**src/rtl/sync_fifo_param.sv**
```systemverilog
// Parametrised single-clock FIFO with registered read data,
// programmable almost-full/empty levels and sticky error flags.
module sync_fifo_param #(
  parameter int DATA_W   = 8,
  parameter int DEPTH    = 8,
  parameter int AF_LEVEL = 6,
  parameter int AE_LEVEL = 2,
  localparam int AW      = $clog2(DEPTH),
  localparam int CW      = AW + 1
) (
  input  logic              clk,
  input  logic              rst_n,
  input  logic              wr_enb,
  input  logic [DATA_W-1:0] wr_data,
  input  logic              rd_enb,
  output logic [DATA_W-1:0] rd_data,
  output logic              rd_valid,
  input  logic              err_clr,
  output logic [CW-1:0]     fifo_count,
  output logic              fifo_full,
  output logic              fifo_empty,
  output logic              fifo_almost_full,
  output logic              fifo_almost_empty,
  output logic              fifo_overrun,
  output logic              fifo_underrun
);

  logic [DATA_W-1:0] mem_q [DEPTH];

  logic [AW-1:0]     wptr_q, wptr_d;
  logic [AW-1:0]     rptr_q, rptr_d;
  logic [CW-1:0]     count_q, count_d;
  logic [DATA_W-1:0] rd_data_q, rd_data_d;
  logic              rd_valid_q, rd_valid_d;
  logic              over_q, over_d;
  logic              under_q, under_d;
  logic              wr_ok, rd_ok;
  logic              full, empty;

  assign full  = (count_q == CW'(DEPTH));
  assign empty = (count_q == '0);

  // A read frees a slot in the same cycle, so a write at full
  // is still accepted when paired with a read.
  assign rd_ok = rd_enb & ~empty;
  assign wr_ok = wr_enb & (~full | rd_ok);

  // Next-state for pointers, occupancy, read port and error flags.
  always_comb begin
    wptr_d     = wptr_q;
    rptr_d     = rptr_q;
    count_d    = count_q;
    rd_data_d  = rd_data_q;
    rd_valid_d = rd_ok;
    over_d     = over_q;
    under_d    = under_q;

    if (wr_ok) wptr_d = wptr_q + AW'(1);
    if (rd_ok) begin
      rptr_d    = rptr_q + AW'(1);
      rd_data_d = mem_q[rptr_q];
    end

    unique case ({wr_ok, rd_ok})
      2'b10:   count_d = count_q + CW'(1);
      2'b01:   count_d = count_q - CW'(1);
      default: count_d = count_q;
    endcase

    // Clear first so a coincident new error wins.
    if (err_clr) begin
      over_d  = 1'b0;
      under_d = 1'b0;
    end
    if (wr_enb & ~wr_ok)  over_d  = 1'b1;
    if (rd_enb & empty)   under_d = 1'b1;
  end

  // Control and status registers, cleared by async reset.
  always_ff @(posedge clk or negedge rst_n) begin
    if (!rst_n) begin
      wptr_q     <= '0;
      rptr_q     <= '0;
      count_q    <= '0;
      rd_data_q  <= '0;
      rd_valid_q <= 1'b0;
      over_q     <= 1'b0;
      under_q    <= 1'b0;
    end else begin
      wptr_q     <= wptr_d;
      rptr_q     <= rptr_d;
      count_q    <= count_d;
      rd_data_q  <= rd_data_d;
      rd_valid_q <= rd_valid_d;
      over_q     <= over_d;
      under_q    <= under_d;
    end
  end

  // Storage array; contents are not reset.
  always_ff @(posedge clk) begin
    if (wr_ok) mem_q[wptr_q] <= wr_data;
  end

  assign rd_data           = rd_data_q;
  assign rd_valid          = rd_valid_q;
  assign fifo_count        = count_q;
  assign fifo_full         = full;
  assign fifo_empty        = empty;
  assign fifo_almost_full  = (count_q >= CW'(AF_LEVEL));
  assign fifo_almost_empty = (count_q <= CW'(AE_LEVEL));
  assign fifo_overrun      = over_q;
  assign fifo_underrun     = under_q;

endmodule

```
**config.mk**
```make
export PLATFORM = sky130hd
export DESIGN_NAME = sync_fifo_param
export DESIGN_NICKNAME = d
export VERILOG_FILES = /design/src/rtl/sync_fifo_param.sv
export SDC_FILE = /design/constraint.sdc
export NUM_CORES = 1
export LEC_CHECK = 0
export BUFFER_PORTS_ARGS = -buffer_cell sky130_fd_sc_hd__buf_4
export CAP_MARGIN = 20
export CORE_ASPECT_RATIO = 2
export CORE_MARGIN = 1.5
export CORE_UTILIZATION = 55
export CTS_BUF_LIST = sky130_fd_sc_hd__clkbuf_2 sky130_fd_sc_hd__clkbuf_4 sky130_fd_sc_hd__clkbuf_8
export DETAILED_ROUTE_END_ITERATION = 12
export PLACE_DENSITY = 0.75
export SYNTH_ARGS = -nofsm -noshare
export SYNTH_HDL_FRONTEND = slang
export SYNTH_SLANG_ARGS = --single-unit
```
**constraint.sdc**
```tcl
create_clock -name clk -period 2.3 [get_ports clk]
set_input_delay 0.69 -clock clk [delete_from_list [all_inputs] [get_ports clk]]
set_output_delay 0.69 -clock clk [all_outputs]
set_load 0.05 [all_outputs]
```
== Word level (Yosys, flattened, before mapping) ==
Memory sizes are Yosys's and may differ from the RTL's. A register that Yosys moved wholly into a read port is not among the register bits.
Cells that the tools add are included.
Word-level totals
  register bits after elaboration: 13
  bits in writable memories: 64
  bits of input ports: 13
  output and inout bits: 19
  logic and storage cells: 35
  memories: 1
Memory list
  mem_q: depth 8, bits a word 8, rd ports 1, clocked after Yosys merged registers in 1, wr ports 1, RTL line 28  | logic [DATA_W-1:0] mem_q [DEPTH];
Cells by class
  add/sub/neg operators: 4
  order comparisons: 2
  eq/ne operators: 3
  muxes and demuxes: 6
  bitwise operators: 8
  reductions and logical operators: 5
Operators with widths (count)
  $pmux 4 s2: 1
  $add 3x1->3 const B: 2
  $reduce_bool 2->1: 3
  $mux 1: 5
  $add 4x1->4 const B: 1
  $and 1x1->1: 4
  $eq 4x4->1 const B: 1
  $ge 4x3->1 const B: 1
  $le 4x2->1 const B: 1
  $logic_not 4->1: 1
  $sub 4x1->4 const B: 1
  $not 1->1: 3
  $eq 2x1->1 const B: 1
  $eq 2x2->1 const B: 1
  $logic_not 1->1: 1
  $or 1x1->1: 1

== Logic depth before layout (Yosys ltp) ==
  depth after elaboration: 8
  depth in mapped cells: 9
  mapped depth without buffers: 8

== Least setup slack after synthesis ==
No wires, ideal clock.
  path type: flip-flop to output port
  from: register count_q[3], in the netlist fifo_count[3]
  to: output fifo_empty
  data arrival time: 2.396 ns
  data required time: 1.610 ns
  setup slack: -0.786 ns
  cell stages (with the launch flop): 3
  buffers on the path: 1
  cells stage by stage: dfrtp_1 > buf_2 > nor4_1
On the way
  word-level cells in the longest chain between the ends: 1
Ends and longest elaborated chain
  start, declared: RTL line 32  | logic [CW-1:0] count_q, count_d;
  start signal, assigned: RTL line 92  | count_q <= count_d;
  $logic_not 4->1: RTL line 41  | assign empty = (count_q == '0);
  end, declared: RTL line 21  | output logic fifo_empty,
No other way between the ends.

== Final worst setup path ==
  from: register count_q[2], in the netlist fifo_count[2]
  to: output fifo_full
On the way
  word-level cells in the longest chain between the ends: 1
Ends and longest elaborated chain
  $eq 4x4->1: RTL line 40  | assign full = (count_q == CW'(DEPTH));
  end, declared: RTL line 20  | output logic fifo_full,
No other way between the ends.

==> reports/results.md <==
| Stage | Result | Value |
|---|---|---|
| global routing | Remaining global-route overflow | 0 |
| drt | Post-detailed-route via-to-cell ratio | 5.490 |
| place | Count of buffers inserted at the top-level ports | 31 |
| job | Maximum capacitance violations | 0 |
| finish | Fraction of final layout cells with drive strength greater than 1 | 34.88% |
| logic synthesis | Fraction of registers with async set or reset after synthesis | 24.71% |
| finish | Final design utilization | 67.33% |
| timing | Setup skew after layout | 6.040 ps |
| clock network | Clock tree from TritonCTS | built |
| power and ir drop | Sw Ratio | 38.38% |
| floorplanning | Starting Density | 56.56% |
| worst hold path | Type of the most critical hold path | input pin to async pin |
| logic synthesis | EDFF count, synth | 64 |
| timing | Max-slew headroom at the worst pin | 32.17% |
| timing | Summed negative setup slack over all endpoints | 0 ps |
| finish | Commonest non-fill, non-tap cell in the layout | sky130_fd_sc_hd__edfxtp_1 |
| floorplanning | Rows | 41 |
| floorplanning | Area of the die | 0.006955 sq mm |
| finish | Antenna diodes | 0 |
| logic synthesis | Yosys cell types | 40 |
| logic synthesis | Number of synthesis warnings | 0 |
| logic synthesis | Number of storage elements in the synthesis netlist | 85 |
| power and ir drop | Internal Dissipation | 0.003453 W |
| clock network | H-tree depth | 3 |
| clock network | Number of CTS-inserted buffers | 9 |
| floorplanning | Die X | 59.73 um |
| drt | Remaining routing DRC violations | 0 |
| global routing | Initial antenna violation count | 0 |
| clock network | Clock transition at the register clock pins on the worst setup and hold paths after CTS | 70 ps |
| drt | Number of search-and-repair iterations in the first detailed-routing pass | 4 |
| timing | Fin. Hold Viols | 0 |
| logic synthesis | Most used flip-flop cell after synthesis | sky130_fd_sc_hd__edfxtp_1 |
| global routing | Overall fraction of global-route tracks in use | 20.90% |
| place | Half-perimeter wire length of the detailed placement result | 4.381 mm |
| timing | Maximum achievable frequency | 0.4424 GHz |
| power and ir drop | Highest ir drop seen on vdd | 1.188 mV |
| worst setup path | Startpoint Class | register |
| drt | Average wire per cell in the routed design | 17.41 um |
| finish | # nets final | 294 |
| power and ir drop | Sw power | 0.002151 W |
| logic synthesis | Cell count after synthesis | 227 |
| finish | Area added between synthesis and finish | 19.05% |
| worst setup path | Required time of the critical path | 1610 ps |
| logic synthesis | Cell area after synthesis | 0.003540 sq mm |
| power and ir drop | Power consumption | 0.005604 W |
| drt | Final WL | 6.390 mm |
| power and ir drop | Static Leak | 1.631 nW |
| timing | Fin crit share | 98.29% |
| logic synthesis | Sequential share of the synthesized area | 69.14% |
| finish | Most used cells in the layout excluding fill and tap cells | sky130_fd_sc_hd__edfxtp_1 (64), sky130_fd_sc_hd__buf_4 (47), sky130_fd_sc_hd__nand2_1 (21) |
| timing | Final-report setup violation count | 0 |
| floorplanning | Vert. Die Dim | 116.5 um |
| power and ir drop | Proportion of power drawn by combinational gates | 43.8% |
| floorplanning | Number of I/O pins | 32 |
| clock network | Latest clock arrival within the worst-skew pair | 350 ps |
| worst setup path | Setup Crit Path Kind | register to output pin |
| clock network | Number of sinks handled by clock tree synthesis | 85 |
| clock network | Cell chosen for the clock root | sky130_fd_sc_hd__clkbuf_8 |
| logic synthesis | Post-synthesis area per instance | 15.59 sq um |
| drt | Initial DRC count | 67 |
| power and ir drop | Sequential share of power | 39.9% |
| timing | RSZ-0062 raised after global routing | yes |
| clock network | Largest buffer count on any clock path | 2 |
| timing | Final critical path time including I/O delays and setup | 2261 ps |
| floorplanning | Area of the core region | 0.006259 sq mm |
| worst setup path | Max Fanout on Critical Path | 3 |
| logic synthesis | Syn nets | 245 |
| global routing | Number of global-route vias before repair | 2109 |
| worst setup path | Critical Path AT | 1570 ps |
| run status | Result of the run | completed |
| timing | Worst Max-Slew Pin Slew | 1015 ps |
| worst setup path | Critical Path Sink Type | output pin |
| drt | Post-route ant nets | 0 |
| drt | Via count | 2015 |
| power and ir drop | Clk network pwr share | 16.2% |
| timing | Fin. max-slew vios | 0 |
| global routing | Global-route wire length before repair | 9.991 mm |
| power and ir drop | Power density cells | 1330 mW/mm^2 |
| global routing | Pin count of the biggest net entering global routing | 35 |
| place | Final RePlAce weighted congestion | 0.7732 |
[worst max-delay path: stages (launching register included)]
cell                      delay, ps
sky130_fd_sc_hd__dfrtp_2        440
sky130_fd_sc_hd__or4b_4         570
sky130_fd_sc_hd__inv_2           70
sky130_fd_sc_hd__buf_6          150
[synth_stat cells (2+ instances only)]
| cell | count | area, sq um |
|---|---|---|
| sky130_fd_sc_hd__ha_1 | 4 | 50.05 |
| sky130_fd_sc_hd__mux2i_1 | 18 | 180.2 |
| sky130_fd_sc_hd__a21o_1 | 2 | 15.01 |
| sky130_fd_sc_hd__nand2_1 | 21 | 78.83 |
| sky130_fd_sc_hd__buf_1 | 3 | 11.26 |
| sky130_fd_sc_hd__nor2_1 | 4 | 15.01 |
| sky130_fd_sc_hd__buf_2 | 4 | 20.02 |
| sky130_fd_sc_hd__buf_4 | 3 | 22.52 |
| sky130_fd_sc_hd__nand2b_1 | 2 | 12.51 |
| sky130_fd_sc_hd__nor3b_1 | 2 | 15.01 |
| sky130_fd_sc_hd__buf_6 | 2 | 22.52 |
| sky130_fd_sc_hd__xnor2_1 | 6 | 52.55 |
| sky130_fd_sc_hd__dfrtp_1 | 21 | 525.5 |
| sky130_fd_sc_hd__a221o_1 | 8 | 80.08 |
| sky130_fd_sc_hd__nor3_1 | 3 | 15.01 |
| sky130_fd_sc_hd__o22ai_1 | 8 | 50.05 |
| sky130_fd_sc_hd__xor2_1 | 2 | 17.52 |
| sky130_fd_sc_hd__inv_1 | 7 | 26.28 |
| sky130_fd_sc_hd__o21ai_1 | 8 | 40.04 |
| sky130_fd_sc_hd__nor4_1 | 2 | 12.51 |
| sky130_fd_sc_hd__edfxtp_1 | 64 | 1922 |
| sky130_fd_sc_hd__mux2_2 | 15 | 168.9 |
[registers in the layout (all words and copies together) (netlist names)]
signal	cells
fifo_underrun	1
wptr_q	3
rd_data	8
fifo_count	4
rptr_q	3
mem_q	64
rd_valid	1
fifo_overrun	1
[cell families after synthesis]
| group | share of synthesized area [%] |
|---|---|
| flops | 69.14 |
| simple gates | 5.337 |
| compound gates | 7.848 |
| mux | 10.60 |
| buf+inv | 3.110 |
| xor+xnor | 1.980 |
| fa+ha+maj | 1.980 |
[timing repair]
| action | CTS | global route |
|---|---|---|
| setup buffers | 3 | 3 |
| endpoints found under the setup margin | 1 | 2 |
| hold buffers | 0 | 0 |
| pin swaps | 1 | 5 |
| gates resized for setup | 6 | 2 |
| hold endpoints to repair | 0 | 0 |
[through the flow]
stage / cells / hold WS (ps) / worst slack, ps / cell area (sq um)
final: 367 / 222.1 / 39.44 / 4214
after global routing: 367 / 208.5 / -25.64 / 4214
after CTS: 364 / 216.0 / 9.240 / 4184
after detailed placement: 346 / 476.4 / 36.65 / 3973
after global placement: 345 / 467.9 / 35.46 / 3965
after floorplan: 227 / 394.4 / -98.94 / 3576
[power groups by stage]
stage / registers (W) / logic [W] / clock network, W
floorplan: 0.00263 / 0.00133 / 0
global placement: 0.00228 / 0.00229 / 0
detailed placement: 0.00230 / 0.00234 / 0
CTS: 0.00224 / 0.00244 / 0.000921
global route: 0.00228 / 0.00263 / 0.000982
finish: 0.00224 / 0.00246 / 0.000910
[final cells by class]
class | instances | area, sq um
multi-input cells | 121 | 1047
well taps | 86 | 107.6
flip-flops and latches | 85 | 2451
fillers | 497 | 2044
inverters | 8 | 30.03
repair buffers | 51 | 406.6
clock inverters | 3 | 11.26
clock buffers | 13 | 160.2
[metal layers]
metal | track usage (%) | wire length, um
met1 | 20.49 | 2168
met3 | 5.869 | 312
met2 | 34.78 | 3491
met4 | 17.33 | 418
met5 | 0 | 0
[worst paths after layout]
check                               from             to  slack [ps]  depth (start not counted)
max                        fifo_count[2]      fifo_full          40                          3
max in group asynchronous          rst_n  fifo_count[2]        1830                          1
min                                rst_n     rd_data[3]         220                          1
min in group clk              rd_data[0]     rd_data[0]         490                          2
max reg2reg                fifo_count[0]  fifo_count[3]          70                          9
min reg2reg                   rd_data[0]     rd_data[0]         490                          2
No activity file was read; power rests on OpenSTA's default activity.
